--- config.mk ---
export PLATFORM = sky130hd
export DESIGN_NAME = instr_fetch_unit
export DESIGN_NICKNAME = d
export VERILOG_FILES = /design/src/rtl/instr_fetch_unit.sv
export SDC_FILE = /design/constraint.sdc
export NUM_CORES = 1
export LEC_CHECK = 0
export BUFFER_PORTS_ARGS = -buffer_cell sky130_fd_sc_hd__buf_2
export CAP_MARGIN = 10
export CORE_AREA = 2 2 152 124
export DETAILED_ROUTE_END_ITERATION = 16
export DIE_AREA = 0 0 154 126
export GPL_ROUTABILITY_DRIVEN = 0
export MAX_ROUTING_LAYER = met4
export PLACE_DENSITY_LB_ADDON = 0.25
export SYNTH_ARGS = -nofsm -noshare
export SYNTH_HDL_FRONTEND = slang
export SYNTH_SLANG_ARGS = --single-unit
export TNS_END_PERCENT = 50
--- constraint.sdc ---
create_clock -name i_clk -period 4.7 [get_ports i_clk]
set_clock_uncertainty 0.1 [all_clocks]
set_input_delay 0.47 -clock i_clk [delete_from_list [all_inputs] [get_ports i_clk]]
set_output_delay 0.47 -clock i_clk [all_outputs]
set_load 0.02 [all_outputs]
--- src/rtl/instr_fetch_unit.sv ---
// instr_fetch_unit: owns the PC, issues instruction-memory reads and hands {ir, pc}
// to decode through a 2-entry buffer that covers the one-cycle read latency.
module instr_fetch_unit #(
    parameter int                    ADDR_WIDTH = 32,
    parameter int                    DATA_WIDTH = 32,
    parameter logic [ADDR_WIDTH-1:0] RESET_PC   = '0,
    parameter int                    PC_STEP    = 1
) (
    input  logic                  i_clk,
    input  logic                  i_rst_n,
    output logic [ADDR_WIDTH-1:0] o_im_addr,
    output logic                  o_im_oen,
    output logic                  o_im_wen,
    input  logic [DATA_WIDTH-1:0] i_im_dataout,
    output logic                  o_if_valid,
    output logic [DATA_WIDTH-1:0] o_if_ir,
    output logic [ADDR_WIDTH-1:0] o_if_pc,
    input  logic                  i_id_ready,
    input  logic                  i_redirect,
    input  logic [ADDR_WIDTH-1:0] i_redirect_pc,
    input  logic                  i_halt
);
    typedef enum logic [1:0] {IDLE, FETCH, HALTED} state_t;

    state_t                r_state, w_state_nxt;
    logic [ADDR_WIDTH-1:0] r_pc, r_inflight_pc, r_last_addr;
    logic                  r_inflight, r_squash;
    logic [1:0]            r_count;
    logic [DATA_WIDTH-1:0] r_ir  [2];
    logic [ADDR_WIDTH-1:0] r_bpc [2];
    logic                  w_pop, w_push, w_issue, w_widx;
    logic [2:0]            w_occ;

    always_comb begin
        w_state_nxt = r_state;
        if (i_redirect)
            w_state_nxt = FETCH;
        else if (r_state == IDLE)
            w_state_nxt = FETCH;
        else if (r_state == FETCH && i_halt)
            w_state_nxt = HALTED;
    end

    // Occupancy counts the outstanding read so a returning word always finds a slot.
    assign w_occ     = {1'b0, r_count} + {2'b0, r_inflight};
    assign w_pop     = o_if_valid & i_id_ready & ~i_redirect;
    assign w_issue   = (r_state == FETCH) & ~i_halt & ~i_redirect & (w_occ < 3'd2 + {2'b0, w_pop});
    assign w_push    = r_inflight & ~r_squash & ~i_redirect;
    assign w_widx    = r_count[1] | (r_count[0] & ~w_pop);
    assign o_if_valid = (r_count != 2'd0);
    assign o_if_ir   = r_ir[0];
    assign o_if_pc   = r_bpc[0];
    assign o_im_oen  = ~w_issue;
    assign o_im_wen  = 1'b1;
    assign o_im_addr = w_issue ? r_pc : r_last_addr;

    always_ff @(posedge i_clk) begin
        if (!i_rst_n) begin
            r_state       <= IDLE;
            r_pc          <= RESET_PC;
            r_last_addr   <= RESET_PC;
            r_inflight_pc <= '0;
            r_inflight    <= 1'b0;
            r_squash      <= 1'b0;
            r_count       <= 2'd0;
            r_ir[0]       <= '0;
            r_ir[1]       <= '0;
            r_bpc[0]      <= '0;
            r_bpc[1]      <= '0;
        end else begin
            r_state    <= w_state_nxt;
            r_inflight <= w_issue;
            r_squash   <= i_redirect & r_inflight;
            if (w_issue) begin
                r_pc          <= r_pc + ADDR_WIDTH'(PC_STEP);
                r_inflight_pc <= r_pc;
                r_last_addr   <= r_pc;
            end
            if (i_redirect) begin
                r_pc    <= i_redirect_pc;
                r_count <= 2'd0;
            end else begin
                if (w_pop) begin
                    r_ir[0]  <= r_ir[1];
                    r_bpc[0] <= r_bpc[1];
                end
                // Written after the shift so a push into slot 0 wins over it.
                if (w_push) begin
                    r_ir[w_widx]  <= i_im_dataout;
                    r_bpc[w_widx] <= r_inflight_pc;
                end
                r_count <= r_count + {1'b0, w_push} - {1'b0, w_pop};
            end
        end
    end
endmodule

==> results.txt <==
----------------------------------------------------
[Outcome]
  Run status ... finished, final reports clean

[Floorplanning]
  Core box area ... approximately 0.018 sq mm
  Initial Utilization ... 0.540
  Count of boundary I/O pins ... around 170
  Die Area ... roughly 0.019 sq mm
  Chip Width ... about 150 um
  Die height ... between 100 and 150 um
  Row cnt ... 44

[Logic synthesis]
  Total number of yosys warnings ... 0
  Mux cell area share after synthesis ... 0.00104
  Number of enable-type register cells in the synthesized netlist ... between 100 and 150
  Combinational family with the most area after synthesis ... simple AND/OR/NAND/NOR gates
  Synthesized-area fraction occupied by and/or/nand/nor cells ... 0.238
  Parity-gate share of the synthesized area counting xor and xnor cells ... 0.0245
  Yosys cell types ... 47
  Flops & latches, synth ... 230
  Share of synthesized area occupied by flip-flops and latches ... 0.609
  Compound-Gate Fraction of Synth Area ... 0.0918
  Net count after synthesis ... 1,026
  Adder and majority cell fraction of the synthesized area ... 0.00647
  Main flop type after synthesis ... edfxtp_1
  Mean area per synthesized cell ... about 10 sq um
  Proportion of synthesized flip-flops having asynchronous set or reset ... 0
  Syn Inst Count ... about 950
  Netlist area before placement ... 0.00967 sq mm

[Routing]
  Total wire length after detailed routing ... approximately 22,000 um
  Number of design rule violations left after detail routing ... 0
  Routed len/inst ... ~16 um
  Number of iterations in the first detailed-routing pass ... 5
  Detail Route Antenna Nets ... 0
  Number of design-rule violations left by the first detailed-router iteration ... between 400 and 500
  Detail-routed via count per cell ... 5.36
  Via count ... approximately 7,000

[Finish]
  Diodes inserted ... 0
  Nets ... about 1,200
  Final core area utilization ... 0.638
  Most common cell after layout, fill and taps aside ... nand2_1
  Multi-input combinational cell area ... about 0.0035 sq mm
  Area growth, synth to finish ... 18.1%
  Leading cell types in the layout, fill and taps excluded ... nand2_1, buf_2, edfxtp_1
  FF/Latch Area ... between 0.005 and 0.006 sq mm
  Layout cell share with drive strength beyond 1 ... 0.204
  Fill cells ... roughly 1,500

[Clocking]
  Hold buffer count at CTS ... 0
  Post-CTS setup repair buffer count ... 0
  Clock Path Buffers ... 3
  Post-cts resize count ... 0
  Number of sinks on the clock net ... 230
  CTS H-Tree Depth ... 1
  Clock-pin slew reported for the worst setup and hold paths after clock tree synthesis ... 60 ps
  CTS root buf ... clkbuf_16
  Clock buffers created by TritonCTS ... 23
  TritonCTS clock tree ... yes
  Clk Latency, worst-skew pair ... approximately 490 ps

[Run]
  Maximum capacitance violations ... 0

[Power and ir drop]
  Overall power of the completed layout ... 0.00433 W
  Cell leakage power ... 4.86 nW
  Power density cells ... 379 mW/mm^2
  Peak supply drop ... 0.203 mV

[Global routing]
  Pin count of the biggest net entering global routing ... between 100 and 150
  Wire length of the first global-routing pass ... about 35,000 um
  Via count of the first global-routing pass ... ~6,700
  Global route total overflow ... 0
  Overall routing resource usage ... 0.229
  Initial antenna violation count ... 0

[Worst setup path]
  Cells on worst reg2reg path ... 7
  Arrival time at the worst endpoint ... roughly 3300 ps
  Critical-path maximum fanout ... 37
  Beginning of the worst register-to-register path ... r_count[0]$_SDFF_PP0_
  Reg-to-reg setup timing slack ... 1760 ps
  Worst Setup End Kind ... output pin
  Crit path launch ... r_count[0]$_SDFF_PP0_
  Worst Setup Start Kind ... flop
  Capture point of the critical path ... o_im_addr[0]
  CP Class ... reg -> out
  Reg2Reg Capture Point ... r_pc[27]$_SDFFE_PN0P_
  Required time at the endpoint of the critical path ... around 4100 ps

[Placement]
  # port buffers ... between 150 and 200
  Post-place setup slack ... 1210 ps
  Total half-perimeter wirelength after legalization and detailed placement ... about 14,000 um

[Worst hold path]
  Worst Hold Class ... in -> reg

[Timing]
  Setup repair after global routing missed its margin ... no
  Hold Violations, Final ... 0
  Worst Tran Pin Value ... 906 ps
  Number of endpoints failing setup at the final stage ... 0
  Final slew viol count ... 0
  Normalized max-slew margin ... 0.396
  Period minus WS final ... around 3900 ps
  Fmax achieved ... about 0.26 GHz
  Setup slack of the critical path after layout ... slightly above 800 ps
  Setup_tns ... 0 ps
  Final worst path period share ... 0.826

----------------------------------------------------
==> worst min-delay path by stage <==
stage	start	slack [ps]	cells past startpoint	endpoint
6_report	i_redirect_pc[17]	140	3	r_pc[17]$_SDFFE_PN0P_
5_1_grt	i_redirect_pc[13]	150	3	r_pc[13]$_SDFFE_PN0P_
4_1_cts	i_im_dataout[3]	130	3	r_ir[0][3]$_DFFE_PP_
3_5_place_dp	r_last_addr[29]$_SDFF_PN0_	370	2	r_last_addr[29]$_SDFF_PN0_
3_3_place_gp	r_last_addr[14]$_SDFF_PN0_	360	2	r_last_addr[14]$_SDFF_PN0_
2_1_floorplan	r_last_addr[0]$_SDFF_PN0_	350	2	r_last_addr[0]$_SDFF_PN0_
==> metal layers <==
| layer | track usage | wire length, um | vias to the layer above |
|---|---|---|---|
| met5 | - | 0 | - |
| met4 | 0.0544 | 454 | 0 |
| met3 | 0.0317 | 1240 | 35 |
| met2 | 0.362 | 10000 | 217 |
| met1 | 0.316 | 10000 | 3380 |
| li1 | - | - | 3547 |
==> area by class of cell <==
type / count / share of cell area
clock buffers: 38 / 0.0608
clock inverters: 3 / 0.00592
inverters: 10 / 0.00329
multi-input cells: 650 / 0.309
flip-flops and latches: 230 / 0.515
well taps: 230 / 0.0252
repair buffers: 178 / 0.0806
==> cells in the mapped netlist (10+ instances only) <==
cell        n  area share
nand3_1    75       0.039
nor2_1     10      0.0039
dfxtp_1   102        0.21
nand2_1   265        0.10
o21ai_0    34       0.018
clkbuf_1   48       0.019
a21boi_0   65       0.050
and2_1     68       0.044
buf_1      11      0.0043
xor2_1     16       0.014
nand4_1    18       0.012
a21oi_1    28       0.014
xnor2_1    11       0.010
edfxtp_1  128        0.40
==> kinds of logic (layout without fill, tap and decap cells) <==
kind of cell    Yosys count  count (layout)
compound gates          137             137
xor+xnor                 27              27
fa+ha+maj                 5               5
buf+inv                  72             229
flops                   230             230
mux                       1               1
other cells               1               1
simple gates            479             479
==> through the flow <==
step           std cells  hold WS, ps  area, sq um
2_1_floorplan        952          351         9670
3_3_place_gp        1298          361        10700
3_5_place_dp        1298          369        10700
4_1_cts             1339          131        11400
5_1_grt             1339          152        11400
6_report            1339          142        11400
==> worst max-delay path, cell delays in order (launching register included) <==
cell     delay, ps
dfxtp_1        340
ha_1           200
ha_1           340
o31a_1         630
nor3_4          90
inv_2          540
buf_4          340
nand2_1         90
nand2_1         80
buf_2          180
==> sequential cells by signal (all words and copies together) (netlist names) <==
name and cells:
r_state 2, r_bpc 64, r_squash 1, r_inflight_pc 32, r_pc 32, r_ir 64, r_count 2, r_inflight 1
r_last_addr 32
==> where the power goes <==
part | total, W | switching [W] | internal, W | leakage (nW)
clock network | 0.00184 | 0.000726 | 0.00112 | 0.364
registers | 0.00224 | 0.0000448 | 0.00219 | 2.16
logic | 0.000248 | 0.000163 | 0.0000853 | 2.34
total | 0.00433 | 0.000934 | 0.00339 | 4.86
No activity file was read; power rests on OpenSTA's default activity.
